===== src/rtl/mesh_pkg.sv =====
// mesh_pkg: shared constants and types for the mesh network interface.
//   - PACKET_WIDTH default link/packet width
//   - packet field bit positions (vc, dest_x, dest_y)
//   - processor register addresses
//   - chan_state_t: state of a 1-entry channel buffer
package mesh_pkg;

    localparam int PACKET_WIDTH = 64;

    // Packet layout: [63] vc, [55:52] dest_x, [51:48] dest_y, [47:0] payload.
    localparam int VC_BIT     = 63;
    localparam int DEST_X_MSB = 55;
    localparam int DEST_X_LSB = 52;
    localparam int DEST_Y_MSB = 51;
    localparam int DEST_Y_LSB = 48;

    // Processor register map.
    localparam logic [1:0] ADDR_IBUF  = 2'd0;
    localparam logic [1:0] ADDR_ISTAT = 2'd1;
    localparam logic [1:0] ADDR_OBUF  = 2'd2;
    localparam logic [1:0] ADDR_OSTAT = 2'd3;

    typedef enum logic {
        CHAN_EMPTY = 1'b0,
        CHAN_FULL  = 1'b1
    } chan_state_t;

endpackage


===== src/rtl/mesh_nic_if.sv =====
// mesh_nic_if: processor-side register bus of the NIC.
//   addr      register select (see mesh_pkg ADDR_*)
//   d_in      write data
//   d_out     registered read data (driven by the NIC)
//   nic_en    access enable
//   nic_wr_en 1 = write, 0 = read; qualified by nic_en
// Modports: master = processor, slave = NIC.
interface mesh_nic_if #(
    parameter int W = 64
) ();
    logic [1:0]   addr;
    logic [W-1:0] d_in;
    logic [W-1:0] d_out;
    logic         nic_en;
    logic         nic_wr_en;

    modport master (
        output addr, d_in, nic_en, nic_wr_en,
        input  d_out
    );

    modport slave (
        input  addr, d_in, nic_en, nic_wr_en,
        output d_out
    );
endinterface


===== src/rtl/nic_chan_buf.sv =====
// nic_chan_buf: 1-entry channel buffer used once per NIC direction.
// Ports:
//   clk, rst_n  clock, asynchronous active-low reset
//   load        capture load_data when empty (ignored while full)
//   load_data   data to capture
//   unload      release the entry when full (ignored while empty)
//   state       buffer state (CHAN_EMPTY / CHAN_FULL), registered
//   data        stored data; kept after unload so a late read sees it
module nic_chan_buf
    import mesh_pkg::*;
#(
    parameter int W = 64
) (
    input  logic         clk,
    input  logic         rst_n,
    input  logic         load,
    input  logic [W-1:0] load_data,
    input  logic         unload,
    output chan_state_t  state,
    output logic [W-1:0] data
);

    always_ff @(posedge clk or negedge rst_n) begin
        if (!rst_n) begin
            state <= CHAN_EMPTY;
            data  <= '0;
        end else begin
            case (state)
                CHAN_EMPTY: begin
                    if (load) begin
                        data  <= load_data;
                        state <= CHAN_FULL;
                    end
                end
                CHAN_FULL: begin
                    // A load on the same edge as an unload is dropped: the
                    // entry is still occupied when that edge is evaluated.
                    if (unload) begin
                        state <= CHAN_EMPTY;
                    end
                end
                default: state <= CHAN_EMPTY;
            endcase
        end
    end

endmodule


===== src/rtl/mesh_nic.sv =====
// mesh_nic: network interface at a router's local port.
//   Injection: processor writes a packet to the output buffer; it is offered
//   to the router with net_so/net_do until net_ri accepts it.
//   Ejection: packets from the router (net_si/net_di) land in the input
//   buffer when net_ro is high; the processor reads them out.
// Ports:
//   clk     clock
//   reset   asynchronous active-low reset
//   bus     processor register bus (mesh_nic_if.slave)
//   net_so  / net_ri / net_do  link towards router local input
//   net_si  / net_ro / net_di  link from router local output
// Handshake: a link word moves on a rising edge where send and ready are
// both high; the sender holds data stable while send is high.
// Optional build macro MESH_NIC_DEST_CHECK_EN: ejected packets not addressed
// to (NODE_X, NODE_Y) are accepted on the link but dropped and counted in a
// saturating 8-bit misroute counter, readable (and cleared) via addr 1.
module mesh_nic
    import mesh_pkg::*;
#(
    parameter int PACKET_WIDTH = mesh_pkg::PACKET_WIDTH,
    parameter int NODE_X       = 0,
    parameter int NODE_Y       = 0
) (
    input  logic                    clk,
    input  logic                    reset,
    mesh_nic_if.slave               bus,
    output logic                    net_so,
    input  logic                    net_ri,
    output logic [PACKET_WIDTH-1:0] net_do,
    input  logic                    net_si,
    output logic                    net_ro,
    input  logic [PACKET_WIDTH-1:0] net_di
);

    // Node coordinates are 4-bit fields in the packet; catch bad instances early.
    if (NODE_X < 0 || NODE_X > 15 || NODE_Y < 0 || NODE_Y > 15) begin : g_bad_node
        $error("mesh_nic: NODE_X/NODE_Y out of 4-bit range");
    end

    chan_state_t             out_state;
    chan_state_t             in_state;
    logic [PACKET_WIDTH-1:0] obuf_data;
    logic [PACKET_WIDTH-1:0] ibuf_data;
    logic                    obuf_full;
    logic                    ibuf_full;

    logic rd;
    logic wr;
    logic ibuf_take;
    logic link_in_fire;
    logic dest_ok;

    assign rd = bus.nic_en && !bus.nic_wr_en;
    assign wr = bus.nic_en &&  bus.nic_wr_en;

    assign obuf_full = (out_state == CHAN_FULL);
    assign ibuf_full = (in_state  == CHAN_FULL);

    // Link outputs come straight from the buffer state registers.
    assign net_so = obuf_full;
    assign net_do = obuf_full ? obuf_data : '0;
    assign net_ro = !ibuf_full;

    assign link_in_fire = net_si && net_ro;
    assign ibuf_take    = rd && (bus.addr == ADDR_IBUF);

`ifdef MESH_NIC_DEST_CHECK_EN
    logic [7:0] misroute_cnt;
    logic       misroute;

    assign dest_ok  = (net_di[DEST_X_MSB:DEST_X_LSB] == 4'(NODE_X)) &&
                      (net_di[DEST_Y_MSB:DEST_Y_LSB] == 4'(NODE_Y));
    assign misroute = link_in_fire && !dest_ok;

    // A status read returns the old count; a misroute on that same edge
    // restarts the count at 1 so it is not lost.
    always_ff @(posedge clk or negedge reset) begin
        if (!reset) begin
            misroute_cnt <= '0;
        end else if (rd && (bus.addr == ADDR_ISTAT)) begin
            misroute_cnt <= misroute ? 8'd1 : 8'd0;
        end else if (misroute && (misroute_cnt != 8'hFF)) begin
            misroute_cnt <= misroute_cnt + 8'd1;
        end
    end
`else
    assign dest_ok = 1'b1;
`endif

    nic_chan_buf #(.W(PACKET_WIDTH)) u_obuf (
        .clk       (clk),
        .rst_n     (reset),
        .load      (wr && (bus.addr == ADDR_OBUF)),
        .load_data (bus.d_in),
        .unload    (net_ri),
        .state     (out_state),
        .data      (obuf_data)
    );

    nic_chan_buf #(.W(PACKET_WIDTH)) u_ibuf (
        .clk       (clk),
        .rst_n     (reset),
        .load      (link_in_fire && dest_ok),
        .load_data (net_di),
        .unload    (ibuf_take),
        .state     (in_state),
        .data      (ibuf_data)
    );

    // Read data register: only reads of addr 0/1/3 update it.
    always_ff @(posedge clk or negedge reset) begin
        if (!reset) begin
            bus.d_out <= '0;
        end else if (rd) begin
            case (bus.addr)
                ADDR_IBUF:  bus.d_out <= ibuf_data;
`ifdef MESH_NIC_DEST_CHECK_EN
                ADDR_ISTAT: bus.d_out <= {misroute_cnt, {(PACKET_WIDTH-9){1'b0}}, ibuf_full};
`else
                ADDR_ISTAT: bus.d_out <= {{(PACKET_WIDTH-1){1'b0}}, ibuf_full};
`endif
                ADDR_OSTAT: bus.d_out <= {{(PACKET_WIDTH-1){1'b0}}, obuf_full};
                default:    bus.d_out <= bus.d_out;
            endcase
        end
    end

endmodule


===== src/flat_wrapper.sv =====
// flat-port wrapper written by rule: the top's interface ports become plain ports
module mesh_nic_flat import mesh_pkg::*;
#(
    parameter int PACKET_WIDTH = mesh_pkg::PACKET_WIDTH,
    parameter int NODE_X       = 0,
    parameter int NODE_Y       = 0
)
  (clk, reset, net_so, net_ri, net_do, net_si, net_ro, net_di, bus_addr, bus_d_in, bus_nic_en, bus_nic_wr_en, bus_d_out);
  mesh_nic_if #(.W(64)) bus_i ();
  input  logic clk;
  input  logic reset;
  output logic net_so;
  input  logic net_ri;
  output logic [PACKET_WIDTH-1:0] net_do;
  input  logic net_si;
  output logic net_ro;
  input  logic [PACKET_WIDTH-1:0] net_di;
  input wire logic [$bits(bus_i.addr)-1:0] bus_addr;
  input wire logic [$bits(bus_i.d_in)-1:0] bus_d_in;
  input wire logic [$bits(bus_i.nic_en)-1:0] bus_nic_en;
  input wire logic [$bits(bus_i.nic_wr_en)-1:0] bus_nic_wr_en;
  output wire logic [$bits(bus_i.d_out)-1:0] bus_d_out;
  assign bus_i.addr = bus_addr;
  assign bus_i.d_in = bus_d_in;
  assign bus_i.nic_en = bus_nic_en;
  assign bus_i.nic_wr_en = bus_nic_wr_en;
  assign bus_d_out = bus_i.d_out;
  mesh_nic #(.PACKET_WIDTH(PACKET_WIDTH), .NODE_X(NODE_X), .NODE_Y(NODE_Y)) u_core (.clk(clk), .reset(reset), .bus(bus_i), .net_so(net_so), .net_ri(net_ri), .net_do(net_do), .net_si(net_si), .net_ro(net_ro), .net_di(net_di));
endmodule

===== config.mk =====
export PLATFORM = sky130hd
export DESIGN_NAME = mesh_nic_flat
export DESIGN_NICKNAME = d
export VERILOG_FILES = /design/src/rtl/mesh_pkg.sv /design/src/rtl/mesh_nic_if.sv /design/src/rtl/nic_chan_buf.sv /design/src/rtl/mesh_nic.sv /design/src/flat_wrapper.sv
export SDC_FILE = /design/constraint.sdc
export NUM_CORES = 1
export LEC_CHECK = 0
export CORE_MARGIN = 2
export CORE_UTILIZATION = 28
export DETAILED_ROUTE_END_ITERATION = 6
export SLEW_MARGIN = 20
export SYNTH_ARGS = -nofsm -noshare
export SYNTH_HDL_FRONTEND = slang
export SYNTH_SLANG_ARGS = --single-unit
export TNS_END_PERCENT = 100

===== constraint.sdc =====
create_clock -name clk -period 4.05 [get_ports clk]
set_input_delay 0.6075 -clock clk [delete_from_list [all_inputs] [get_ports clk]]
set_output_delay 0.6075 -clock clk [all_outputs]
set_load 0.01 [all_outputs]

# Word-level counts from Yosys, hierarchy flattened
# Cells that the tools add are included.
word_totals:
  ff_bits: 194
  inputBits: 136
  output_inout_bits: 130
  elab_cells: 30
op_classes:
  n_eq_ne: 3
  mux: 8
  bitwise: 2
  reduce_logical: 12
op_table:
  columns: ["operator", "n"]
  rows:
  - ["64-bit one-hot mux with 3 select lines", 1]
  - ["64-bit two-way mux", 1]
  - ["2-bit AND reduction", 3]
  - ["1-bit logical AND", 5]
  - ["2-bit equality test, second input constant", 2]
  - ["1-bit two-way mux", 4]
  - ["1-bit one-hot mux with 2 select lines", 2]
  - ["3-bit nonzero test", 1]
  - ["2-bit by 1-bit equality test with 1-bit output, second input constant", 1]
  - ["1-bit logical NOT", 2]
  - ["2-bit logical NOT", 1]
  - ["1-bit inverter", 2]

# Depth between registers and ports, before layout
# Gate-level depths: netlist of the first run.
logic_depth:
  word_depth: 5
  mapped_depth: 5
  mapped_depth_nobuf: 3

# By module
# A second synthesis of the first run with hierarchy kept.
unflattened:
  hier_cells: 500
  area_unflattened_um2: 8269.2
modules_own_cells:
  columns: ["module", "n_inst", "cells_per_inst", "area_per_inst_um2", "seq_area_each_um2"]
  rows:
  - ["nic_chan_buf", 2, 139, 2730.1, 1626.6]
  - ["mesh_nic", 1, 222, 2808.9, 1601.5]

# Worst setup path after synthesis of the first run
# OpenSTA, ideal clock, no wires.
synth_path:
  path_type: "register to output"
  startpoint: "register u_core.u_obuf.state"
  endpoint: "output port net_do[0]"
  arrival_time_ps: 1042
  required_time_ps: 3442
  setup_slack_ps: 2401
  path_stages_with_launch: 4
  path_buffers: 2
  path_cell_list: "dfrtp_1 -> clkbuf_1 -> clkbuf_1 -> and2_1"
synth_via:
  elab_chain_len: 1
synth_lines:
  columns: ["element", "line", "source"]
  rows:
  - ["start: declaration", "nic_chan_buf.sv:19", "output chan_state_t state,"]
  - ["start signal: assignment", "nic_chan_buf.sv:25", "state <= CHAN_EMPTY;"]
  - ["start signal: assignment", "nic_chan_buf.sv:32", "state <= CHAN_FULL;"]
  - ["start signal: assignment", "nic_chan_buf.sv:39", "state <= CHAN_EMPTY;"]
  - ["64-bit two-way mux", "mesh_nic.sv:61", "assign net_do = obuf_full ? obuf_data : '0;"]
  - ["end: declaration", "flat_wrapper.sv:14", "output logic [PACKET_WIDTH-1:0] net_do;"]
# Every way passes these cells.

# Worst setup path in the final report of the first run
# Same ends and word-level chain as after synthesis.

==> flow_summary_export.csv, run 1 <==
group,metric,value,unit
outcome,status,"complete, no violations",
routing,antenna_left,0,
sta,finalCritPeriodShare,0.7065,
routing,first_pass_iters,4,
routing,routed_wl,19.44,mm
sta,min_period,2.861,ns
worst_setup_path,critPathMaxStageDelay,0.57,ns
die,top_level_ports,266,
pwr,power.leakage,4.977,nW
yosys,ys_seq_area_frac,0.6287,
yosys,synth_nets,634,
routing,avgViaCountPerCell,4.526,
worst_setup_path,critPathTopFamily,"buffers and inverters",
grt,grt_use_met3,0.05279,
cts,insertion_delay,0.43,ns
cts,cts-resized-gates,0,
cts,hold_buffers,0,
worst_setup_path,worst_setup_path_start_kind,"flop",
grt,overflow,0,
final_layout,layout-drive-gt1-share,0.2250,
pwr,swShare,0.2742,
worst_setup_path,worstPathArrival,2.25,ns
die,die_height,170.1,um
grt,grt_max_degree,94,
final_layout,layout.nets,892,
worst_setup_path,end_kind,"output pin",
grt,grt_pass1_wl,30.70,mm
worst_setup_path,path_max_fanout,54,
die,core-area,0.02703,mm^2
worst_setup_path,criticalPathCategory,"flop to output pin",
die,die_w,170.1,um
pwr,power.total,6.182,mW
final_layout,diodes,0,
yosys,synthCells,498,
final_layout,area_growth,46.57,%
cts,clock_sinks,194,
sta,skew,0.01367,ns
sta,fmax,349.5,MHz
routing,vias,5024,
placed_design,numPortBuffers,265,
worst_hold_path,min_path_type,"input port to asynchronous set/reset pin",
routing,drc,0,
sta,slew_headroom,0.4535,
worst_setup_path,regToRegStartpoint,"u_core.u_obuf.state",
die,dieArea,0.02892,mm^2
cts,numCtsBuffers,17,
sta,hold_viol_final,0,
sta,slew_viol_final,0,
run,max-cap-violations,0,
sta,rsz0062_at_grt,"false",
placed_design,finalWeightedCongestion,0.7374,
cts,cts_setup_buffers,0,
sta,setup_viol,0,
pwr,power_switching,1.695,mW
cts,clock_path_buffers,2,
yosys,syn_area,0.007721,mm^2
pwr,seq_power_share,0.468,
grt,grt_use_met2,0.2114,
grt,busiest_layer,"met2",
cts,clock-root-buffer,"clkbuf_16",
die,floorplan.initialDensity,0.2857,
final_layout,nFillCells,2560,
sta,tns,0,ns
yosys,syn_area_per_cell,15.50,um^2
grt,grt_antenna_before_repair,0,
sta,tightest_slew,0.8198,ns
routing,drt_iter0_drc,143,
cts,cts_tree,"done",
die,rows,60,
placed_design,dp_hpwl,12.82,mm
cts,clkTransAtPathRegs,0.08,ns
grt,grt_pass1_vias,5333,
worst_setup_path,path_buf_inv,2,
worst_setup_path,crit_path_cell_trace,"buf_4 > and2_1 > clkdlybuf4s50_1",
pwr,powerDensity,546.2,mW/mm^2
grt,met1_usage,0.1746,
pwr,combPwrFrac,0.249,
yosys,yosys_warnings,0,
worst_setup_path,critPathSlowestCell,"dfrtp_1",
routing,wl_per_cell,17.51,um
yosys,synth_seq_cells,194,
worst_setup_path,cp-startpoint,"u_core.u_obuf.state",
pwr,p_int,4.486,mW
pwr,vdd_drop_max,0.0002608,V
pwr,pwr-share-clk,0.284,
worst_setup_path,cp.required,3.44,ns
cts,ctsHtreeMaxLevel,4,
yosys,yosysUniqueCellTypes,21,
grt,groute.usage.overall,0.1360,
==> cells in the final DEF (no fill, tap or decap), drive strengths merged, types with 2 or more instances in the layout <==
master,netlist,layout
clkdlybuf4s50,0,264
buf,23,9
and2,64,64
clkinv,0,6
clkbuf,12,19
nor2b,2,2
mux2,129,129
inv,2,9
dfrtp,194,194
a22o,63,63
==> worst paths after layout <==
path	slack, ns	to	cells past startpoint
setup / recovery	1.19	net_do[0]	3
hold / removal	0.26	u_core.u_obuf.data[21]	1
setup reg to reg	2.07	u_core.u_obuf.data[9]	4
hold reg to reg	0.49	u_core.bus.d_out[47]	1
max in group asynchronous	2.87	u_core.u_obuf.data[50]	2
min in group clk	0.49	u_core.bus.d_out[47]	1
==> worst reg2reg max path, delay by kind of cell (launching register included) <==
kind / cells / cell delay [ns]
AND/OR/NAND/NOR: 1 / 0.10
multiplexers: 1 / 0.48
buffers and inverters: 2 / 0.71
flip-flops: 1 / 0.57
==> sequential cells by signal, indices dropped and copies added (netlist names) <==
| signal | flops |
|---|---|
| u_core.u_obuf.state | 1 |
| u_core.u_ibuf.state | 1 |
| u_core.u_ibuf.data | 64 |
| u_core.u_obuf.data | 64 |
| u_core.bus.d_out | 64 |
==> stage by stage <==
stage          setup WS, ns  area (um^2)  std cells  utilization  hold slack [ns]
2_1_floorplan         2.401         7721        498            -           0.3119
3_3_place_gp          1.333        10700       1078       0.3959           0.4748
3_5_place_dp          1.298        10700       1078       0.3959           0.4811
4_1_cts               1.108        11310       1110       0.4186           0.2705
5_1_grt               1.031        11320       1110       0.4188           0.2982
6_report              1.189        11320       1110       0.4188           0.2558
==> synthesized netlist by cell type, drive strengths merged <==
master | n | area (um^2)
dfrtp | 194 | 4855
mux2 | 129 | 1637
and2 | 64 | 400.4
a22o | 63 | 551.8
buf | 23 | 151.4
clkbuf | 12 | 45.04
inv | 2 | 7.510
nor2b | 2 | 15.02
a21oi | 1 | 5.000
mux2i | 1 | 10.01
nand2b | 1 | 6.260
nand3b | 1 | 7.510
nand4 | 1 | 6.260
nor2 | 1 | 3.750
nor3b | 1 | 7.510
o21ai | 1 | 5.000
o21bai | 1 | 7.510
==> power by group through the flow <==
stage	sequential (mW)	combinational, mW	clock (mW)
floorplan	2.90	0.842	0
global placement	2.91	1.53	0
detailed placement	2.92	1.57	0
CTS	2.89	1.57	1.83
global route	2.97	1.66	1.89
finish	2.89	1.54	1.75
==> logic make-up (layout without fill, tap and decap cells) <==
group | count (synthesis) | after routing | synth area share
compound gates | 66 | 66 | 0.07373
simple gates | 71 | 71 | 0.05785
buf+inv | 37 | 308 | 0.02641
flops | 194 | 194 | 0.6287
mux | 130 | 130 | 0.2133
==> layer usage <==
metal / vias up / share of wire
li1: 2274 / -
met2: 185 / 0.45
met5: - / 0
met1: 2544 / 0.44
met4: 0 / 0.019
met3: 21 / 0.086
==> final cells by class <==
class | count | area, um^2 | share of cell area
flip-flops and latches | 194 | 4855 | 0.4290
repair buffers | 274 | 2740 | 0.2421
multi-input cells | 267 | 2675 | 0.2364
clock buffers | 18 | 429.2 | 0.03792
well taps | 341 | 426.7 | 0.03770
clock inverters | 14 | 183.9 | 0.01625
inverters | 2 | 7.507 | 0.0006634
No activity file was read; power rests on OpenSTA's default activity.
==> run 2: changes to the inputs <==
- clock period: 4.05 -> 2.8 ns (I/O delays scaled with it)
==> run 2 against run 1 <==
Effect of this change:
- sequential share of layout area shrank 0.67 points
- clock power is 53% higher
- sequential power increased by 45%
- count of clock-buffer cells in the layout unchanged
- wire length grew 0.75%
- critical path type unchanged
- critical endpoint unchanged
- highest routed layer unchanged
==> flow_summary_export.csv, run 2 (synthesized netlist as in run 1, its figures left out) <==
group,metric,value,unit
outcome,status,"complete, no violations",
final_layout,reg_top3,"u_core.bus.d_out (64), u_core.u_ibuf.data (64), u_core.u_obuf.data (64)",
worst_setup_path,criticalPathCategory,"flop to output pin",
routing,antenna_left,0,
pwr,power.leakage,5.065,nW
die,dieArea,0.02892,mm^2
sta,finalCritPeriodShare,0.8714,
grt,grt_use_met3,0.05302,
worst_hold_path,min_path_type,"input port to asynchronous set/reset pin",
worst_setup_path,worstPathArrival,2.02,ns
placed_design,finalWeightedCongestion,0.7254,
routing,drt_iter0_drc,161,
die,top_level_ports,266,
die,core-area,0.02703,mm^2
worst_setup_path,path_max_fanout,56,
pwr,vdd_drop_max,0.0005454,V
run,max-cap-violations,0,
cts,cts_tree,"done",
grt,grt_use_met2,0.2096,
worst_setup_path,r2r_end,"u_core.u_obuf.data[36]",
sta,fmax,409.9,MHz
cts,clock-root-buffer,"clkbuf_16",
routing,avgViaCountPerCell,4.465,
grt,met1_usage,0.1850,
sta,slew_headroom,0.5351,
placed_design,dpl_cell_area,0.01084,mm^2
sta,skew,0.01146,ns
final_layout,layout_commonest_cell,"clkdlybuf4s50_1",
worst_setup_path,cp.required,2.38,ns
die,die_height,170.1,um
routing,wl_per_cell,17.50,um
routing,drc,0,
worst_setup_path,r2r.worst_path.cells,4,
routing,vias,4996,
cts,numCtsBuffers,17,
grt,groute.usage.overall,0.1372,
grt,grt_antenna_before_repair,0,
worst_setup_path,endpoint,"net_do[0]",
worst_setup_path,cp-startpoint,"u_core.u_obuf.state",
grt,grt_max_degree,80,
sta,rsz0062_at_grt,"false",
cts,clock_sinks,194,
final_layout,mostFrequentLayoutCells,"clkdlybuf4s50_1, dfrtp_1, mux2_2",
routing,first_pass_iters,4,
worst_setup_path,end_kind,"output pin",
sta,min_period,2.440,ns
cts,clock_path_buffers,2,
worst_setup_path,worst_setup_path_start_kind,"flop",
cts,clkTransAtPathRegs,0.07,ns
pwr,powerDensity,792.1,mW/mm^2
final_layout,area_growth,48.89,%
grt,grt_pass1_wl,30.75,mm
sta,slew_viol_final,0,
grt,busiest_layer,"met2",
die,rows,60,
grt,overflow,0,
final_layout,layout-drive-gt1-share,0.2352,
final_layout,nFillCells,2507,
placed_design,numPortBuffers,265,
grt,grt_pass1_vias,5284,
sta,tns,0,ns
final_layout,finish.instance_area,0.01150,mm^2
cts,ctsHtreeMaxLevel,4,
cts,hold_buffers,0,
die,floorplan.initialDensity,0.2857,
placed_design,dp_hpwl,13.28,mm
sta,tightest_slew,0.6973,ns
sta,setup_viol,0,
cts,insertion_delay,0.43,ns
routing,routed_wl,19.58,mm
worst_setup_path,regToRegStartpoint,"u_core.u_obuf.state",
cts,cts-resized-gates,0,
final_layout,layout.nets,901,
sta,hold_viol_final,0,
final_layout,diodes,0,
worst_setup_path,r2r_setup_slack,0.94,ns
die,die_w,170.1,um
cts,cts_setup_buffers,0,
==> run 2: cell count changes in the layout (fill, tap and decap cells not counted), sizes merged <==
cell    change
bufinv      +2
buf         +9
clkinv      -2
==> run 2: cell type report <==
cell class / instances / area (um^2) / area share
sequential: 194 / 4855 / 0.4223
timing repair buffer: 283 / 2879 / 0.2504
multi-input combinational: 267 / 2675 / 0.2327
clock buffer: 18 / 439.2 / 0.03820
tap: 341 / 426.7 / 0.03711
clock inverter: 14 / 214.0 / 0.01861
inverter: 2 / 7.507 / 0.0006530
==> run 2: power breakdown <==
group | internal [mW] | leakage (nW) | total [mW] | switching [mW]
Sequential | 3.70 | 2.40 | 4.18 | 0.481
Clock | 1.49 | 0.320 | 2.68 | 1.19
Combinational | 1.51 | 2.34 | 2.24 | 0.729
==> run 2: per-layer routing <==
layer	part of all wire	wire length, um	vias up
met1	0.46	8975	2509
li1	-	-	2303
met2	0.46	8929	175
met4	0.0087	171	0
met3	0.077	1507	9
met5	0	0	-
==> run 2: worst min path at each step <==
| stage | depth (start not counted) | endpoint | start | slack [ns] |
|---|---|---|---|---|
| floorplan | 0 | u_core.bus.d_out[0] | reset | 0.12 |
| global placement | 1 | u_core.bus.d_out[23] | u_core.u_ibuf.data[23] | 0.47 |
| detailed placement | 1 | u_core.bus.d_out[20] | u_core.u_ibuf.data[20] | 0.48 |
| CTS | 1 | u_core.u_obuf.data[21] | reset | 0.04 |
| global route | 1 | u_core.u_obuf.data[21] | reset | 0.04 |
| finish | 1 | u_core.u_obuf.data[21] | reset | 0.02 |
==> run 2: critical path, cell delays in order, from the launching register on <==
cell and delay [ns]:
dfrtp_1 0.57, buf_12 0.26, and2_1 0.20, clkdlybuf4s50_1 0.55
==> run 2: stage by stage <==
| step | power, mW | hold WS [ns] | util | instances | setup slack [ns] |
|---|---|---|---|---|---|
| finish | 9.106 | 0.02007 | 0.4254 | 1119 | 0.3601 |
| global route | 9.626 | 0.04315 | 0.4254 | 1119 | 0.2238 |
| CTS | 9.278 | 0.03593 | 0.4254 | 1119 | 0.3062 |
| detailed placement | 6.514 | 0.4811 | 0.4012 | 1087 | 0.4849 |
| global placement | 6.453 | 0.4747 | 0.4012 | 1087 | 0.5110 |
| floorplan | 5.407 | 0.1244 | - | 498 | 1.338 |
==> run 3: changes to the inputs <==
- TNS_END_PERCENT: 100 -> 5
- clock period: 2.8 -> 2.3 ns (I/O delays scaled with it)
==> run 3 against run 2 <==
Effect of this change:
- final cell count shrank 0.27%
- non-clock buffer count down 3
- power increased by 19%
- flip-flop and latch count is the same
- count of clock-buffer cells in the layout shrank 1
- wire length is 0.10% lower
- hold slack better by 0.39 ns
- sequential share of layout area up 0.18 points
- utilization fell by 0.18 points
- global-route usage is 0.32 points lower
- worst setup slack got worse by 0.21 ns
- critical path type unchanged
- critical endpoint unchanged
==> flow_summary_export.csv, run 3 (synthesized netlist as in run 1, its figures left out) <==
group,metric,value,unit
final_layout,mostFrequentLayoutCells,"clkdlybuf4s50_1, dfrtp_1, mux2_2",
placed_design,place_inst,1083,
routing,drc,0,
cts,clkTransAtPathRegs,0.08,ns
sta,setup_viol,0,
run,max-cap-violations,0,
routing,drt_iter0_drc,220,
grt,grt_pass1_wl,29.91,mm
final_layout,instances_no_fill,1116,
worst_setup_path,criticalPathCategory,"flop to output pin",
routing,vias,4979,
sta,tns,0,ns
cts,cts_tree,"done",
final_layout,layout.nets,898,
worst_setup_path,path_max_fanout,67,
pwr,power.leakage,5.036,nW
cts,insertion_delay,0.43,ns
final_layout,reg_top3,"u_core.bus.d_out (64), u_core.u_ibuf.data (64), u_core.u_obuf.data (64)",
routing,wl_per_cell,17.53,um
worst_setup_path,end_kind,"output pin",
outcome,status,"complete, no violations",
die,dieArea,0.02892,mm^2
pwr,vdd_drop_max,0.0005066,V
sta,min_period,2.151,ns
final_layout,fin_util,0.4236,
final_layout,diodes,0,
cts,ctsHtreeMaxLevel,4,
placed_design,dp_hpwl,13.07,mm
grt,grt_antenna_before_repair,0,
cts,clock_path_buffers,2,
routing,antenna_left,0,
sta,rsz0062_at_grt,"false",
worst_setup_path,cp.required,1.96,ns
worst_hold_path,min_path_type,"input port to asynchronous set/reset pin",
grt,grt_max_degree,69,
cts,numCtsBuffers,17,
cts,clock-root-buffer,"clkbuf_16",
sta,finalCritPeriodShare,0.9353,
routing,avgViaCountPerCell,4.461,
pwr,powerDensity,950.4,mW/mm^2
final_layout,regArea,0.004855,mm^2
final_layout,layout_commonest_cell,"clkdlybuf4s50_1",
die,die_w,170.1,um
sta,tightest_slew,0.4254,ns
die,rows,60,
placed_design,numPortBuffers,265,
sta,hold_viol_final,0,
sta,fmax,464.8,MHz
final_layout,area_growth,48.26,%
routing,routed_wl,19.56,mm
final_layout,layout-drive-gt1-share,0.2310,
cts,cts-resized-gates,0,
worst_setup_path,worst_setup_path_start_kind,"flop",
die,die_height,170.1,um
worst_setup_path,worstPathArrival,1.81,ns
sta,slew_headroom,0.7164,
sta,slew_viol_final,0,
die,floorplan.initialDensity,0.2857,
sta,skew,0.007625,ns
placed_design,finalWeightedCongestion,0.7206,
grt,overflow,0,
final_layout,multi_input_area,0.002675,mm^2
final_layout,nFillCells,2513,
routing,first_pass_iters,4,
die,top_level_ports,266,
grt,groute.usage.overall,0.1341,
grt,grt_pass1_vias,5084,
cts,clock_sinks,194,
die,core-area,0.02703,mm^2
-- run 3: final timing paths --
| path | startpoint | end | slack [ns] | depth (start not counted) |
|---|---|---|---|---|
| max | u_core.u_obuf.state | net_do[0] | 0.15 | 3 |
| min | reset | u_core.u_obuf.data[21] | 0.41 | 2 |
| max reg2reg | u_core.u_obuf.state | u_core.u_obuf.data[9] | 0.54 | 6 |
| min reg2reg | u_core.u_ibuf.data[52] | u_core.bus.d_out[52] | 0.50 | 1 |
| max in group asynchronous | reset | u_core.u_obuf.data[54] | 1.12 | 3 |
| min in group clk | u_core.u_ibuf.data[52] | u_core.bus.d_out[52] | 0.50 | 1 |
-- run 3: power breakdown --
part           switching [mW]  internal (mW)
sequential              0.598           4.51
combinational           0.890           1.85
clock                    1.47           1.56
-- run 3: final cells by class --
cell class / count / area share
tap: 341 / 0.03727
clock inverter: 15 / 0.01519
timing repair buffer: 280 / 0.2519
multi-input combinational: 267 / 0.2337
sequential: 194 / 0.4241
inverter: 2 / 0.0006558
clock buffer: 17 / 0.03716
-- run 3: layer usage --
layer	wire length, um	global-route usage	vias up
met5	0	0	-
met2	8684	0.2031	171
met4	201	0.03679	0
li1	-	-	2288
met3	1494	0.04674	10
met1	9182	0.1822	2510
-- run 3: timing repair --
action,4_1_cts,5_1_grt
hold buffers,1,0
endpoints found under the hold margin,37,0
setup buffers,0,0
-- run 3: critical path: stages, from the launching register on --
cell and delay, ns:
dfrtp_1 0.37, buf_12 0.24, and2_1 0.21, clkdlybuf4s50_1 0.55
-- run 3: stage by stage --
step	setup WS, ns	hold WS, ns	power, mW	instance area [um^2]
finish	0.1487	0.4064	10.88	11450
global route	0.04257	0.4268	11.50	11450
global placement	0.3112	0.3055	7.876	10840
CTS	0.08181	0.3958	11.07	11450
floorplan	0.9134	0.04941	6.582	7721
detailed placement	0.2722	0.3027	7.951	10840
